### config.mk
export PLATFORM = sky130hd
export DESIGN_NAME = dso100fb_pixout
export DESIGN_NICKNAME = d
export VERILOG_FILES = /design/src/rtl/dso100fb_pkg.sv /design/src/rtl/dso100fb_rgb565_expand.sv /design/src/rtl/dso100fb_pixout.sv
export SDC_FILE = /design/constraint.sdc
export NUM_CORES = 1
export LEC_CHECK = 0
export CAP_MARGIN = 40
export CORE_MARGIN = 8
export CORE_UTILIZATION = 40
export CTS_CLUSTER_DIAMETER = 60
export DETAILED_ROUTE_END_ITERATION = 6
export PLACE_DENSITY = 0.93
export SLEW_MARGIN = 20
export SYNTH_ARGS = -nofsm -noshare
export SYNTH_HDL_FRONTEND = slang
export SYNTH_SLANG_ARGS = --single-unit
### constraint.sdc
create_clock -name VIDCLK -period 2.4 [get_ports VIDCLK]
set_input_delay 0.72 -clock VIDCLK [delete_from_list [all_inputs] [get_ports VIDCLK]]
set_output_delay 0.72 -clock VIDCLK [all_outputs]
set_load 0.01 [all_outputs]
### src/rtl/dso100fb_pkg.sv
// Shared RGB565 field layout, default transparency key and the 565->888 expansion.
package dso100fb_pkg;
  localparam int R_MSB = 15;
  localparam int R_LSB = 11;
  localparam int G_MSB = 10;
  localparam int G_LSB = 5;
  localparam int B_MSB = 4;
  localparam int B_LSB = 0;

  localparam logic [15:0] OVERLAY_KEY_DEFAULT = 16'hF81F;

  // Replicate the top bits into the new LSBs so full-scale stays full-scale.
  function automatic logic [23:0] expand_565_888(input logic [15:0] p);
    logic [4:0] r;
    logic [5:0] g;
    logic [4:0] b;
    r = p[R_MSB:R_LSB];
    g = p[G_MSB:G_LSB];
    b = p[B_MSB:B_LSB];
    return {r, r[4:2], g, g[5:4], b, b[4:2]};
  endfunction
endpackage

### src/rtl/dso100fb_rgb565_expand.sv
// Combinational RGB565 to RGB888 expansion.
module dso100fb_rgb565_expand
  import dso100fb_pkg::*;
(
  input  logic [15:0] pix,
  output logic [23:0] rgb
);
  assign rgb = expand_565_888(pix);
endmodule

### src/rtl/dso100fb_pixout.sv
// Pixel output stage: unpacks FIFO words, applies overlay, registers RGB888 to the panel.
module dso100fb_pixout
  import dso100fb_pkg::*;
#(
  parameter logic [15:0] OVERLAY_KEY = OVERLAY_KEY_DEFAULT,
  parameter logic [23:0] BLANK_COLOR = 24'h000000
) (
  input  logic        VIDCLK,
  input  logic        VID_RST,
  input  logic        VIDEO_FETCH,
  input  logic        READ_RESET,
  input  logic        OVERLAY_EN,
  input  logic [15:0] OVERLAY_DATA,
  input  logic [31:0] FIFO_DATA,
  input  logic        FIFO_EMPTY,
  output logic        FIFO_RD,
  output logic [7:0]  VID_R,
  output logic [7:0]  VID_G,
  output logic [7:0]  VID_B,
  output logic        UNDERFLOW,
  output logic [15:0] UNDERFLOW_COUNT
);
  logic        phase;
  logic        slot;
  logic        starve;
  logic        ovl_hit;
  logic [15:0] src565;
  logic [15:0] mux565;
  logic [23:0] exp888;
  logic [23:0] pix888;

  assign slot    = VIDEO_FETCH & ~READ_RESET;
  assign starve  = slot & FIFO_EMPTY;
  assign FIFO_RD = VIDEO_FETCH & phase & ~FIFO_EMPTY & ~READ_RESET & ~VID_RST;

  assign src565  = phase ? FIFO_DATA[31:16] : FIFO_DATA[15:0];
  assign ovl_hit = OVERLAY_EN & (OVERLAY_DATA != OVERLAY_KEY);
  assign mux565  = ovl_hit ? OVERLAY_DATA : src565;

  dso100fb_rgb565_expand u_expand (
    .pix (mux565),
    .rgb (exp888)
  );

  // Overlay still wins over a starved pixel; only the FIFO source is blanked.
  assign pix888 = (FIFO_EMPTY && !ovl_hit) ? BLANK_COLOR : exp888;

  always_ff @(posedge VIDCLK or posedge VID_RST) begin
    if (VID_RST) begin
      phase           <= 1'b0;
      VID_R           <= '0;
      VID_G           <= '0;
      VID_B           <= '0;
      UNDERFLOW       <= 1'b0;
      UNDERFLOW_COUNT <= '0;
    end else begin
      if (READ_RESET)       phase <= 1'b0;
      else if (VIDEO_FETCH) phase <= ~phase;

      {VID_R, VID_G, VID_B} <= slot ? pix888 : 24'h0;
      UNDERFLOW <= starve;
      if (starve && UNDERFLOW_COUNT != 16'hFFFF)
        UNDERFLOW_COUNT <= UNDERFLOW_COUNT + 16'd1;
    end
  end
endmodule

==> flow_summary.yaml, run 1 <==
logic_synthesis:
  synth_top_area_cell: "dfrtp_1"
  synth.top_cells.by_area: "dfrtp_1, mux2i_1, nor2_1, xnor2_1, buf_4"
  synth_cells: 177
  syn_avg_cell_area_um2: 10.6
  synth_ff_type: "dfrtp_1"
  synth_edf_count: 0
  yosysUniqueCellTypes: 39
  async_reset_ff_share_pct: 100
  syn_area_mm2: 0.00188
  yosysSeqAreaShare_pct: 45.3
  yosysTopAreaCellShare_pct: 45.3
  ys_seq_elements: 34
  synth_nets: 232
  ys_warn_count: 0
pwr:
  power_leakage_nw: 1.38
  power_mw: 1.58
  seqPwrFrac_pct: 43.3
  clockPowerShare_pct: 27.9
  intPower_mw: 1.13
  combPwrFrac_pct: 28.9
  total_switching_power_uw: 449
  cellPowerDensity_mw_per_mm2: 510
  irDropWorstVdd_mv: 0.466
  p_sw_share_pct: 28.4
placement:
  port_buffers: 95
  placed_area_mm2: 0.00290
  hpwlAfterDp_um: 4630
  routabilityCongestion: 0.831
clocking:
  max-clock-path-buffers: 2
  postCtsHoldBufs: 0
  cts_tree: "built"
  htreeDepth: 2
  worst_setup_hold_path_clk_slew_ns: 0.07
  worstSkewPairLatency_ns: 0.29
  cts_sinks: 34
  cts_buffers: 5
  cts_root_buf: "clkbuf_8"
drt:
  first_pass_iters: 4
  viasPerCell: 5.16
  num_vias: 1745
  route.detailed.wl_per_inst_um: 18.0
  drc: 0
  ant_nets: 0
  drt_first_iter_violations: 61
  drt-total-wl_um: 6080
sta:
  rsz0062_at_grt: "false"
  period_minus_slack_ns: 2.35
  slew_headroom_pct: 78.2
  finClkSkew_ns: 0.00541
  fmax_mhz: 426
  tns_ns: 0
  period_share_pct: 97.8
  hold_viol: 0
  worst_slew_pin_slew_ns: 0.324
  maxSlewViolCount: 0
  hold_ws_ns: 0.495
  setup_violations: 0
flow_run:
  drv_cap: 0
global_routing:
  grt_max_degree: 22
  grt.total_usage_pct: 17.2
  grt_first_pass_wirelength_um: 9780
  antenna_found_initial: 0
  grt-ovfl-total: 0
  first_global_vias: 1900
worst_setup_path:
  worst-path-max-fanout: 6
  startpoint_type: "input pin"
  required_ns: 2.57
  critical_path.endpoint_type: "flip-flop"
  path_class: "input pin to flip-flop"
  arrival_ns: 2.52
  ff2ff_setup_slack_ns: 0.48
worst_hold_path:
  hold_class: "flip-flop to flip-flop"
layout:
  layout-drive-gt1-share_pct: 12.4
  design_area_mm2: 0.00310
  syn2layout_area_growth_pct: 64.7
  fillerInstances: 357
  fin_util_pct: 66.9
  nets: 336
die:
  die_h_um: 84.5
  rows: 25
  num_io_pins: 96
  core_mm2: 0.00463
  die_w_um: 84.5
  start_util_pct: 40.6
  dieArea_mm2: 0.00715
status:
  status: "complete, no violations"
## cell usage in the layout, fill, tap and decap left out, types with 2 or more instances in the layout
master and instances:
and3_1 2, clkbuf_8 6, xor2_1 6, nand4_1 6
nand3_1 2, nor4_1 2, dfrtp_1 34, buf_4 14
clkdlybuf4s50_1 84, and4_1 4, diode_2 2, dlygate4sd2_1 8
nor2_1 28, a211oi_1 3, mux2_2 3, o2111ai_1 2
xnor2_1 10, nand2_1 10, a21oi_1 3, buf_12 2
a22oi_1 2, mux2i_1 25, and2_1 2
## registers in the layout, indices dropped and copies added, names as in the netlist
register and cells:
VID_R 5, VID_G 6, UNDERFLOW 1, VID_B 5, phase 1, UNDERFLOW_COUNT 16
## metrics by stage
step           worst slack (ns)  instances
6_report                 0.0539        338
5_1_grt                 0.00679        336
4_1_cts                  0.0134        336
3_5_place_dp             -0.509        324
3_3_place_gp             -0.482        324
2_1_floorplan           -0.0852        177
## power groups by stage
stage / sequential [mW] / combinational [mW] / clock, mW
after global routing: 0.691 / 0.495 / 0.479
after detailed placement: 0.692 / 0.438 / 0
after global placement: 0.688 / 0.428 / 0
final: 0.684 / 0.456 / 0.440
after CTS: 0.683 / 0.458 / 0.442
after floorplan: 0.705 / 0.168 / 0
## cell families (layout without fill, tap and decap cells)
group,Yosys count,count (layout),share of synthesized area [%]
buf+inv,17,122,6.19
simple gates,66,66,18.5
flops,34,34,45.3
compound gates,14,14,6.26
fa+ha+maj,1,1,0.666
other cells,0,2,0
xor+xnor,16,16,7.46
mux,29,29,15.6
## timing repair
item | CTS | global route
cloned | 2 | 0
setup endpoints to repair | 14 | 10
pin swaps | 5 | 5
setup buffers | 2 | 1
resized for setup | 17 | 4
## synthesized netlist by cell type (2+ instances only)
master	number
xor2_1	6
a21oi_1	3
nand4_1	6
nor2_1	28
nand3_1	2
nand2b_1	2
and4_1	4
a22oi_1	2
dfrtp_1	34
nor4_1	2
mux2_2	3
clkbuf_1	3
and2_1	2
buf_4	8
nand2_1	10
and3_1	2
xnor2_1	10
o2111ai_1	2
mux2i_1	26
a211oi_1	3
## area by class of cell
cell class                      count  area, um2  share of cell area, %
Sequential cell                    34        851                   27.5
Clock buffer                        7       86.3                   2.79
Timing Repair Buffer              113       1140                   36.9
Tap cell                           54       67.6                   2.18
Inverter                            1       3.75                  0.121
Clock inverter                      1       5.00                  0.162
Antenna cell                        2       5.00                  0.162
Multi-Input combinational cell    126        933                   30.2
## metal layers
layer  vias up  share of wire (%)  global-route usage (%)  wire [um]
met4         0                3.0                    9.87        182
met1       847                 39                    19.5       2370
li1        829                  -                       -          -
met3        14                5.3                    3.90        321
met5         -                  0                       0          0
met2        55                 53                    29.1       3210
## worst max-delay path, cell delays in order
cell and delay [ns]:
dlygate4sd2_1 0.25, or4b_4 0.50, o41ai_4 0.38, buf_4 0.20, buf_12 0.12, buf_4 0.10
mux2i_1 0.18, nor2_1 0.06
## path summary, 6_finish.rpt
path / from / endpoint / cells past startpoint
min in group asynchronous: VID_RST / VID_G[4] / 3
min: UNDERFLOW_COUNT[6] / UNDERFLOW_COUNT[6] / 1
max reg2reg: UNDERFLOW_COUNT[0] / UNDERFLOW_COUNT[1] / 5
max in group asynchronous: VID_RST / UNDERFLOW_COUNT[11] / 3
max: OVERLAY_DATA[9] / VID_B[2] / 8
min reg2reg: UNDERFLOW_COUNT[6] / UNDERFLOW_COUNT[6] / 1
Note: power is estimated with default switching activity, not from simulation.
==> run 2, diff against run 1 <==
- ABC_AREA: not set -> 1
- CORE_UTILIZATION: 40 -> 45
- PLACE_DENSITY: 0.93 -> 0.95
- clock period: 2.4 -> 2.9 ns (I/O delays scaled with it)
==> run 2 against run 1 <==
  * Routed wire length up 1.8%
  * Flip-flop and latch count unchanged
  * Critical path depth down 2
  * Hold slack better by 0.041 ns
  * Count of clock-buffer cells in the layout down 1
  * Sequential power down 19%
  * First-iteration DRC count up 82%
  * Combinational power down 24%
  * Largest cell class is now multi-input gates
  * Area after synthesis up 16%
  * Register-to-register slack better by 0.71 ns
  * Design area up 4.7%
  * Largest power group unchanged
==> flow_summary.yaml, run 2 <==
status:
  status: "complete, no violations"
placement:
  routabilityCongestion: 0.929
  hpwlAfterDp_um: 5120
  port_buffers: 95
  placed_area_mm2: 0.00316
  place_ws_ns: -0.364
worst_setup_path:
  path_class: "input pin to output port"
  reg2reg_depth: 8
  worst-path-max-fanout: 2
  arrival_ns: 1.93
  ff2ff_setup_slack_ns: 1.19
  rr_endpoint: "UNDERFLOW_COUNT[13]"
  critical_path.endpoint_type: "output port"
  rr_startpoint: "UNDERFLOW_COUNT[0]"
  required_ns: 2.03
  startpoint_type: "input pin"
global_routing:
  first_global_vias: 2392
  antenna_found_initial: 0
  grt.total_usage_pct: 17.6
  grt-ovfl-total: 0
  grt_first_pass_wirelength_um: 10600
  grt_max_degree: 35
sta:
  tns_ns: 0
  worst_slack_ns: 0.0950
  fmax_mhz: 357
  period_minus_slack_ns: 2.80
  setup_violations: 0
  rsz0062_at_grt: "false"
  maxSlewViolCount: 0
  slew_headroom_pct: 66.9
  worst_slew_pin_slew_ns: 0.495
  finClkSkew_ns: 0.00284
  hold_viol: 0
  period_share_pct: 96.7
clocking:
  max-clock-path-buffers: 2
  htreeDepth: 2
  cts_root_buf: "clkbuf_8"
  cts_tree: "built"
  cts_setup_buffers: 0
  cts_sinks: 34
  cts_buffers: 5
  worst_setup_hold_path_clk_slew_ns: 0.06
  worstSkewPairLatency_ns: 0.28
drt:
  drc: 0
  first_pass_iters: 4
  num_vias: 2310
  viasPerCell: 4.88
  ant_nets: 0
  drt_first_iter_violations: 111
  route.detailed.wl_per_inst_um: 13.1
  drt-total-wl_um: 6200
layout:
  nets: 475
  reg.largest.list: "UNDERFLOW_COUNT x16, VID_G x6"
  syn2layout_area_growth_pct: 49.0
  antenna-diode-count: 0
  largest_reg_flops: 16
  layout-drive-gt1-share_pct: 6.92
  fillerInstances: 370
  largest-register: "UNDERFLOW_COUNT"
  design_area_mm2: 0.00324
  fin_util_pct: 69.1
  mostFrequentLayoutCells: "nand2_1, clkdlybuf4s50_1, dfrtp_1, inv_1, nand3_1"
  layout_commonest_cell: "nand2_1"
logic_synthesis:
  synthSimpleGateAreaFrac_pct: 42.6
  syn_area_mm2: 0.00217
  synth-compound-area-share_pct: 1.50
  synth_ff_type: "dfrtp_1"
  ys_warn_count: 0
  syn_avg_cell_area_um2: 6.69
  synth_nets: 380
  synth_edf_count: 0
  synth.top_cells.by_area: "dfrtp_1, nand2_1, inv_1, nand3_1, nor2_1"
  ys_seq_elements: 34
  synth_top_area_cell: "dfrtp_1"
  synth_mux_area_share_pct: 0
  synth_top_family_by_area: "simple AND/OR/NAND/NOR gates"
  async_reset_ff_share_pct: 100
  synth_commonest_cells: "nand2_1, dfrtp_1, inv_1, nand3_1, nor2_1"
  synth_adder_area_share_pct: 0.575
  synth_cells: 325
  yosysSeqAreaShare_pct: 39.1
  yosysTopAreaCellShare_pct: 39.1
  yosysUniqueCellTypes: 26
  synth_most_common_cell: "nand2_1"
  synth_xor_area_share_pct: 4.43
pwr:
  cellPowerDensity_mw_per_mm2: 383
  power_mw: 1.24
  power_leakage_nw: 1.68
  clockPowerShare_pct: 27.1
  irDropWorstVdd_mv: 0.222
  p_sw_share_pct: 28.5
  seqPwrFrac_pct: 44.9
  total_switching_power_uw: 354
  intPower_uw: 886
  combPwrFrac_pct: 28.1
flow_run:
  drv_cap: 0
die:
  start_util_pct: 46.3
  core_mm2: 0.00469
  num_io_pins: 96
  die_h_um: 85.5
  dieArea_mm2: 0.00731
  die_w_um: 85.5
  rows: 25
worst_hold_path:
  hold_depth: 2
  hold_class: "flip-flop to flip-flop"
  hold_start: "UNDERFLOW_COUNT[11]"
  holdPathEnd: "UNDERFLOW_COUNT[11]"
run 2: cell count changes after synthesis, moves of 4 or more:
| cell | previous run | this run |
|---|---|---|
| nand2_1 | 10 | 162 |
| inv_1 | 1 | 34 |
| mux2i_1 | 26 | 0 |
| nand3_1 | 2 | 25 |
| nor2_1 | 28 | 17 |
| and4_1 | 4 | 0 |
| nand4_1 | 6 | 2 |
run 2: area by class of cell:
class                           count  area, um2  area share [%]
Multi-Input combinational cell    237       1070            33.1
Tap cell                           54       67.6            2.08
Sequential cell                    34        851            26.3
Clock buffer                        6       82.6            2.55
Inverter                           36        138            4.25
Timing Repair Buffer              106       1030            31.7
run 2: worst max path at each step:
stage	from	end	slack, ns	cells past startpoint
after floorplan	VIDEO_FETCH	FIFO_RD	0.66	4
after detailed placement	VIDEO_FETCH	FIFO_RD	-0.36	6
after global placement	VIDEO_FETCH	FIFO_RD	-0.27	6
after global routing	VIDEO_FETCH	FIFO_RD	0.03	6
final	VIDEO_FETCH	FIFO_RD	0.1	6
after CTS	VIDEO_FETCH	FIFO_RD	0.09	6
run 2: metrics by stage:
stage | hold slack, ns | instances
floorplan | 0.539 | 325
global placement | 0.516 | 467
detailed placement | 0.521 | 467
CTS | 0.536 | 473
global route | 0.582 | 473
finish | 0.537 | 473
run 2: cells by family (layout without fill, tap and decap cells):
group                    Yosys count  in the layout
buffers and inverters             54            148
flip-flops                        34             34
AO/OA/AOI/OAI                      6              6
AND/OR/NAND/NOR                  219            219
XOR/XNOR                          11             11
adder cells (fa/ha/maj)            1              1
run 2: per-layer routing:
metal	vias up	wire [um]	GRT usage, %
met4	0	96	5.89
li1	1168	-	-
met1	1019	2370	17.7
met3	11	683	8.60
met5	-	0	0
met2	112	3040	31.1
run 2: worst max-delay path, cell delays in order:
cell             delay [ns]
clkdlybuf4s50_1        0.48
inv_1                  0.07
nor2_1                 0.12
nand2_1                0.11
nor3_2                 0.13
buf_2                  0.15
run 2: power groups by stage:
stage               clock network [mW]  registers, mW  logic (mW)
finish                           0.335          0.557       0.348
global route                     0.368          0.563       0.382
CTS                              0.349          0.557       0.351
detailed placement                   0          0.566       0.350
global placement                     0          0.563       0.339
floorplan                            0          0.574       0.149
run 2: what timing repair did:
action                     4_1_cts  5_1_grt
hold buffers                     0        0
resized for setup                5        0
setup endpoints to repair        1        0
